--- src/rtl/cmp_pkg.sv ---
// Shared types for the serial magnitude comparator: FSM states, result codes
// and the per-bit sanity check applied to upstream comparator results.
package cmp_pkg;

    typedef enum logic [1:0] {
        IDLE = 2'd0,
        RUN  = 2'd1,
        DONE = 2'd2
    } state_t;

    localparam logic [1:0] CMP_LT   = 2'd0;
    localparam logic [1:0] CMP_GT   = 2'd1;
    localparam logic [1:0] CMP_EQ   = 2'd2;
    localparam logic [1:0] CMP_NONE = 2'd3;

    // A well-formed bit result has exactly one of lt/gt/eq set.
    function automatic logic bit_malformed(input logic lt, input logic gt, input logic eq);
        return (lt & gt) | (eq != ~(lt | gt));
    endfunction

endpackage

--- src/rtl/serial_magnitude_comparator.sv ---
// Folds MSB-first per-bit lt/gt/eq results into a word-level magnitude result;
// the first decisive bit wins, malformed bits raise a sticky error.
module serial_magnitude_comparator
    import cmp_pkg::*;
#(
    parameter  int WIDTH = 8,
    localparam int CNT_W = $clog2(WIDTH)
) (
    input  logic             clk,
    input  logic             rst,
    input  logic             start,
    input  logic             bit_valid,
    input  logic             bit_lt,
    input  logic             bit_gt,
    input  logic             bit_eq,
    output logic             busy,
    output logic             done,
    output logic             result_lt,
    output logic             result_gt,
    output logic             result_eq,
    output logic             err,
    output logic [CNT_W-1:0] bit_count
);

    state_t     state;
    state_t     state_next;
    logic [1:0] result_code;
    logic       decided;
    logic       err_q;
    logic [CNT_W-1:0] count_q;

    logic accept;
    logic last_bit;
    logic malformed;
    logic bit_decides;

    assign malformed   = bit_malformed(bit_lt, bit_gt, bit_eq);
    assign accept      = (state == RUN) && bit_valid && !start;
    assign last_bit    = accept && (count_q == CNT_W'(WIDTH - 1));
    assign bit_decides = !decided && !malformed && (bit_gt || bit_lt);

    always_ff @(posedge clk or posedge rst) begin
        if (rst) begin
            state <= IDLE;
        end else begin
            state <= state_next;
        end
    end

    always_comb begin
        state_next = state;
        case (state)
            IDLE: if (start) state_next = RUN;
            RUN: begin
                if (start) begin
                    state_next = RUN;
                end else if (last_bit) begin
                    state_next = DONE;
                end
            end
            DONE:    state_next = start ? RUN : IDLE;
            default: state_next = IDLE;
        endcase
    end

    always_comb begin
        busy      = (state == RUN);
        done      = (state == DONE);
        result_lt = (result_code == CMP_LT);
        result_gt = (result_code == CMP_GT);
        result_eq = (result_code == CMP_EQ);
        err       = err_q;
        bit_count = count_q;
    end

    // The counter holds at WIDTH-1 on the final bit so it never wraps in place.
    always_ff @(posedge clk or posedge rst) begin
        if (rst) begin
            result_code <= CMP_NONE;
            decided     <= 1'b0;
            err_q       <= 1'b0;
            count_q     <= '0;
        end else if (start) begin
            result_code <= CMP_NONE;
            decided     <= 1'b0;
            err_q       <= 1'b0;
            count_q     <= '0;
        end else if (accept) begin
            if (malformed) begin
                err_q <= 1'b1;
            end
            if (bit_decides) begin
                result_code <= bit_gt ? CMP_GT : CMP_LT;
                decided     <= 1'b1;
            end else if (last_bit && !decided) begin
                result_code <= CMP_EQ;
            end
            if (!last_bit) begin
                count_q <= count_q + CNT_W'(1);
            end
        end
    end

endmodule

--- config.mk ---
export PLATFORM = sky130hd
export DESIGN_NAME = serial_magnitude_comparator
export DESIGN_NICKNAME = d
export VERILOG_FILES = /design/src/rtl/cmp_pkg.sv /design/src/rtl/serial_magnitude_comparator.sv
export SDC_FILE = /design/constraint.sdc
export NUM_CORES = 1
export LEC_CHECK = 0
export BUFFER_PORTS_ARGS = -buffer_cell sky130_fd_sc_hd__buf_2
export CAP_MARGIN = 15
export CORE_AREA = 2 2 39 41
export CTS_BUF_LIST = sky130_fd_sc_hd__clkbuf_8
export CTS_CLUSTER_DIAMETER = 150
export DETAILED_ROUTE_END_ITERATION = 8
export DIE_AREA = 0 0 41 43
export SETUP_SLACK_MARGIN = 0.4
export SYNTH_ARGS = -nofsm -noshare
export SYNTH_HDL_FRONTEND = slang
export SYNTH_SLANG_ARGS = --single-unit
export TNS_END_PERCENT = 1
--- constraint.sdc ---
create_clock -name clk -period 1.46 [get_ports clk]
set_input_delay 0.292 -clock clk [delete_from_list [all_inputs] [get_ports clk]]
set_output_delay 0.292 -clock clk [all_outputs]
set_load 0.05 [all_outputs]
### Yosys cells after proc, flatten, opt, wreduce, memory -nomap -nowiden

Index checks and enable logic that the tools add are counted.

| word-level totals | value |
|---|---|
| register bits | 9 |
| bits of input ports | 7 |
| output and inout bits | 9 |
| word-level logic and storage cells | 59 |

| operators by class | value |
|---|---|
| add/subtract/negate cells | 1 |
| equality and inequality tests | 9 |
| multiplexer cells | 19 |
| bitwise gates (word level) | 4 |
| reductions and logical operators | 21 |

Operators by type and width:

| operator | count |
|---|---|
| two-way mux 2 bit | 7 |
| AND reduction 2 bit | 5 |
| two-way mux 3 bit | 3 |
| two-way mux 1 bit | 8 |
| logical AND 1 bit | 6 |
| one-hot mux 2 bit (3 select lines) | 1 |
| nonzero test 2 bit | 3 |
| equality test 2 x 1 -> 1 bit, second input constant | 2 |
| equality test 2 bit, second input constant | 2 |
| logical NOT 2 bit | 2 |
| inequality test 2 bit, second input constant | 2 |
| adder 3 x 1 -> 3 bit, second input constant | 1 |
| equality test 3 bit, second input constant | 1 |
| logical NOT 1 bit | 3 |
| inequality test 3 x 2 -> 1 bit, second input constant | 1 |
| nonzero test 3 bit | 1 |
| OR 1 bit | 2 |
| AND 1 bit | 1 |
| logical OR 1 bit | 1 |
| inequality test 1 bit | 1 |
| inverter 1 bit | 1 |

### Logic depth before layout (Yosys ltp)

| logic depth | value |
|---|---|
| word-level depth | 10 |
| depth in mapped cells | 5 |

### Least setup slack after synthesis

OpenSTA, ideal clock, no wires.

| timing path | value |
|---|---|
| path type | register to register |
| from | register count_q[0] (netlist: bit_count[0]) |
| to | register count_q[2] (netlist: bit_count[2]) |
| library setup time | 131 ps |
| arrival time | 1618 ps |
| slack | -289 ps |
| stages on the path, launching flop included | 6 |
| buffers on the path | 0 |
| path through | dfrtp_1 > ha_1 > ha_1 > and4bb_4 > mux2i_1 > nor2_1 |

| on the way | value |
|---|---|
| longest elaborated chain between the ends | 4 |
| elaborated cells between the ends (all ways) | 8 |
| classes of those cells | add/sub: 1; eq/ne: 2; mux: 3; reduce/logical: 2 |

Ends and longest elaborated chain:

| what | line | source |
|---|---|---|
| start: declaration | serial_magnitude_comparator.sv:30 | `logic [CNT_W-1:0] count_q;` |
| start signal: assignment | serial_magnitude_comparator.sv:99 | `count_q <= count_q + CNT_W'(1);` |
| adder 3 x 1 -> 3 bit / equality test 3 bit (equally long branches) | serial_magnitude_comparator.sv:99, serial_magnitude_comparator.sv:39 |  |
| two-way mux 3 bit / logical AND 1 bit (equally long branches) | serial_magnitude_comparator.sv:98, serial_magnitude_comparator.sv:39 |  |
| two-way mux 3 bit / inequality test 2 bit (equally long branches) | - |  |
| two-way mux 3 bit / AND reduction 2 bit (equally long branches) | - |  |

Several ways; a longest one is shown, not always the timed one. The select of a mux whose other input is x is not followed.
A chain may end at the register's enable or synchronous reset.

### Worst setup path after layout

| timing path | value |
|---|---|
| from | register count_q[1] (netlist: bit_count[1]) |
| to | register count_q[2] (netlist: bit_count[2]) |

Same word-level chain as after synthesis.

==> flow_metrics.env <==
export IMPL_run_status="completed"
export IMPL_chipWidth_um=41
export IMPL_netlist_instances=46
export IMPL_drc=0
export IMPL_detail_route_vias_per_cell=4.951
export IMPL_cap_violations=0
export IMPL_clk_pin_slew_worst_setup_hold_paths_ns=0.04
export IMPL_layout_cells_most_common="sky130_fd_sc_hd__buf_2"
export IMPL_cts_max_level=1
export IMPL_port_buffer_count=15
export IMPL_grt_max_degree=11
export IMPL_ctsRootBufferMaster="sky130_fd_sc_hd__clkbuf_8"
export IMPL_end_kind="register"
export IMPL_num_antenna_cells=0
export IMPL_hold_viol=0
export IMPL_design_final_nets=75
export IMPL_drtIter0Drc=5
export IMPL_final_cell_mix="sky130_fd_sc_hd__buf_2 (11), sky130_fd_sc_hd__nor2_1 (6), sky130_fd_sc_hd__dfrtp_2 (4)"
export IMPL_dp_cells=76
export IMPL_worstReg2RegEnd="bit_count[2]"
export IMPL_p_leak_nw=0.3296
export IMPL_worst_r2r_path_cells=5
export IMPL_vdd_drop_max_uv=552.9
export IMPL_cell_area_after_placement_sq_um=625.6
export IMPL_fin_worst_hold_slack_ns=0.01597
export IMPL_rows=14
export IMPL_antenna_found_initial=0
export IMPL_arrival_ns=1.54
export IMPL_post_dp_hpwl_um=727
export IMPL_max_clock_path_buffers=2
export IMPL_syn_mean_instance_area_sq_um=10.91
export IMPL_max_clock_freq_mhz=703.3
export IMPL_routed_via_count=401
export IMPL_grt_pass1_vias=371
export IMPL_gr_max_usage_layer="met2"
export IMPL_finalNonFillerCells=81
export IMPL_max_slew_margin_pct=76.83
export IMPL_hp_class="in2async"
export IMPL_post_route_cells_drive_above_1_share_pct=52.31
export IMPL_design_die_area_sq_um=1763
export IMPL_min_period_ns=1.422
export IMPL_setup_worst_path_class="reg2reg"
export IMPL_cts_buffers_inserted=3
export IMPL_tritoncts="built"
export IMPL_initial_utilization_pct=36.26
export IMPL_unrepaired_setup_endpoints_after_global_routing="yes"
export IMPL_setup_violations=0
export IMPL_power_density_cell_area_nw_per_um2=981.0
export IMPL_ff_to_ff_setup_slack_ns=0.04
export IMPL_syn_nets=55
export IMPL_post_route_cell_area_sq_um=713.2
export IMPL_routed_wl_um=972
export IMPL_slew_viol_final=0
export IMPL_setup_worst_path_start="bit_count[1]"
export IMPL_core_region_area_sq_um=1384
export IMPL_synth_seq_area_share_pct=45.39
export IMPL_worst_slew_pin_transition_ns=0.3472
export IMPL_first_pass_iters=2
export IMPL_gp_routability_congestion=0.7238
export IMPL_dieHeight_um=43
export IMPL_worstSkewPairLatency_ns=0.23
export IMPL_r2r_start="bit_count[1]"
export IMPL_grt_overflow_total=0
export IMPL_antenna_violating_nets_post_route=0
export IMPL_avgRoutedWirePerCell_um=12.00
export IMPL_globalRouteTotalUtil_pct=13.41
export IMPL_use_met1_pct=17.73
export IMPL_netlist_cell_type_count=25
export IMPL_worst_path_max_fanout=3
export IMPL_yosysWarningCount=0
export IMPL_layout_area_overhead_vs_synth_pct=42.14
export IMPL_top_level_i_o_count=16
export IMPL_cts_sinks=9
export IMPL_grt_use_met3_pct=3.141
export IMPL_timing_critical_path_from_type="register"
export IMPL_synthesis_area_sq_um=501.7
export IMPL_min_period_over_period_pct=97.39
export IMPL_required_time_worst_endpoint_ns=1.57
export IMPL_grt_met2_usage_pct=18.13
export IMPL_fin_worst_skew_ns=0.0007096
export IMPL_ff_latch_count_synth=9
export IMPL_first_pass_grt_wire_length_mm=1.538
## state kept, by name, summed over array words and instances (netlist names)
name	flops
decided	1
bit_count	3
err	1
result_code	2
state	2
## per-stage QoR
| stage | setup slack [ns] | util (%) | power, mW | TNS [ns] |
|---|---|---|---|---|
| after CTS | 0.02421 | 48.82 | 0.7020 | 0 |
| final | 0.03815 | 51.54 | 0.6996 | 0 |
| after global placement | 0.03879 | 45.21 | 0.4155 | 0 |
| after global routing | -0.02497 | 51.54 | 0.7394 | -0.02890 |
| after floorplan | -0.07728 | - | 0.3817 | -0.1691 |
| after detailed placement | 0.04131 | 45.21 | 0.4159 | 0 |
## metal layers
metal | wire length, um | vias to the layer above
li1 | - | 203
met1 | 436 | 181
met2 | 457 | 12
met3 | 48 | 5
met4 | 29 | 0
met5 | 0 | -
## power by group
part	total (mW)	internal [mW]	leakage (nW)	switching [mW]
Combinational	0.141	0.0575	0.197	0.0840
Sequential	0.281	0.267	0.106	0.0142
Clock	0.277	0.183	0.0269	0.0941
Total	0.700	0.507	0.330	0.192
## how the worst max path moves through the flow
stage	endpoint	slack (ns)	depth (start not counted)
floorplan	bit_count[2]	-0.08	5
global placement	bit_count[1]	0.04	5
detailed placement	bit_count[2]	0.04	5
CTS	bit_count[2]	0.02	5
global route	bit_count[1]	-0.02	5
finish	bit_count[2]	0.04	5
## cells in the mapped netlist
cell type,instances,area (sq um)
sky130_fd_sc_hd__a21oi_1,3,15.01
sky130_fd_sc_hd__a2bb2oi_1,1,8.760
sky130_fd_sc_hd__and2b_1,1,7.510
sky130_fd_sc_hd__and3b_1,1,8.760
sky130_fd_sc_hd__and4bb_2,1,12.51
sky130_fd_sc_hd__and4bb_4,1,16.27
sky130_fd_sc_hd__clkbuf_1,1,3.750
sky130_fd_sc_hd__dfrtp_1,7,175.2
sky130_fd_sc_hd__dfstp_2,2,52.55
sky130_fd_sc_hd__ha_1,2,25.02
sky130_fd_sc_hd__inv_1,2,7.510
sky130_fd_sc_hd__mux2i_1,3,30.03
sky130_fd_sc_hd__nand2_1,1,3.750
sky130_fd_sc_hd__nand2b_1,1,6.260
sky130_fd_sc_hd__nand3b_1,1,7.510
sky130_fd_sc_hd__nand4b_1,1,8.760
sky130_fd_sc_hd__nor2_1,6,22.52
sky130_fd_sc_hd__nor2b_1,3,18.77
sky130_fd_sc_hd__nor3b_1,1,7.510
sky130_fd_sc_hd__nor3b_2,1,12.51
sky130_fd_sc_hd__o211ai_1,1,7.510
sky130_fd_sc_hd__o21ba_2,1,10.01
sky130_fd_sc_hd__o21bai_1,1,7.510
sky130_fd_sc_hd__o221ai_1,1,8.760
sky130_fd_sc_hd__xnor2_1,2,17.52
## cell type report
cell class / instances / area (sq um)
Clock buffer: 3 / 41.29
Clock inverter: 1 / 3.754
Fill cell: 132 / 670.6
Inverter: 2 / 7.507
Multi-Input combinational cell: 34 / 300.3
Sequential cell: 9 / 232.7
Tap cell: 16 / 20.02
Timing Repair Buffer: 16 / 107.6
## worst max-delay path: stages, from the launching register on
cell                       delay (ns)
sky130_fd_sc_hd__dfrtp_2         0.42
sky130_fd_sc_hd__ha_4            0.17
sky130_fd_sc_hd__ha_4            0.15
sky130_fd_sc_hd__and4bb_4        0.33
sky130_fd_sc_hd__mux2i_1         0.19
sky130_fd_sc_hd__nor2_1          0.05
## cell families after synthesis
kind of cell | after synthesis | share of synthesized area [%]
xor+xnor | 2 | 3.492
fa+ha+maj | 2 | 4.987
simple gates | 19 | 26.44
flops | 9 | 45.39
compound gates | 8 | 11.47
buf+inv | 3 | 2.244
mux | 3 | 5.985
## timing repair
action | 4_1_cts | 5_1_grt
endpoints found under the setup margin | 17 | 18
resized for setup | 2 | 12
hold buffers | 0 | 0
buffers inserted | 0 | 1
Power figures use the tool's default switching activity.
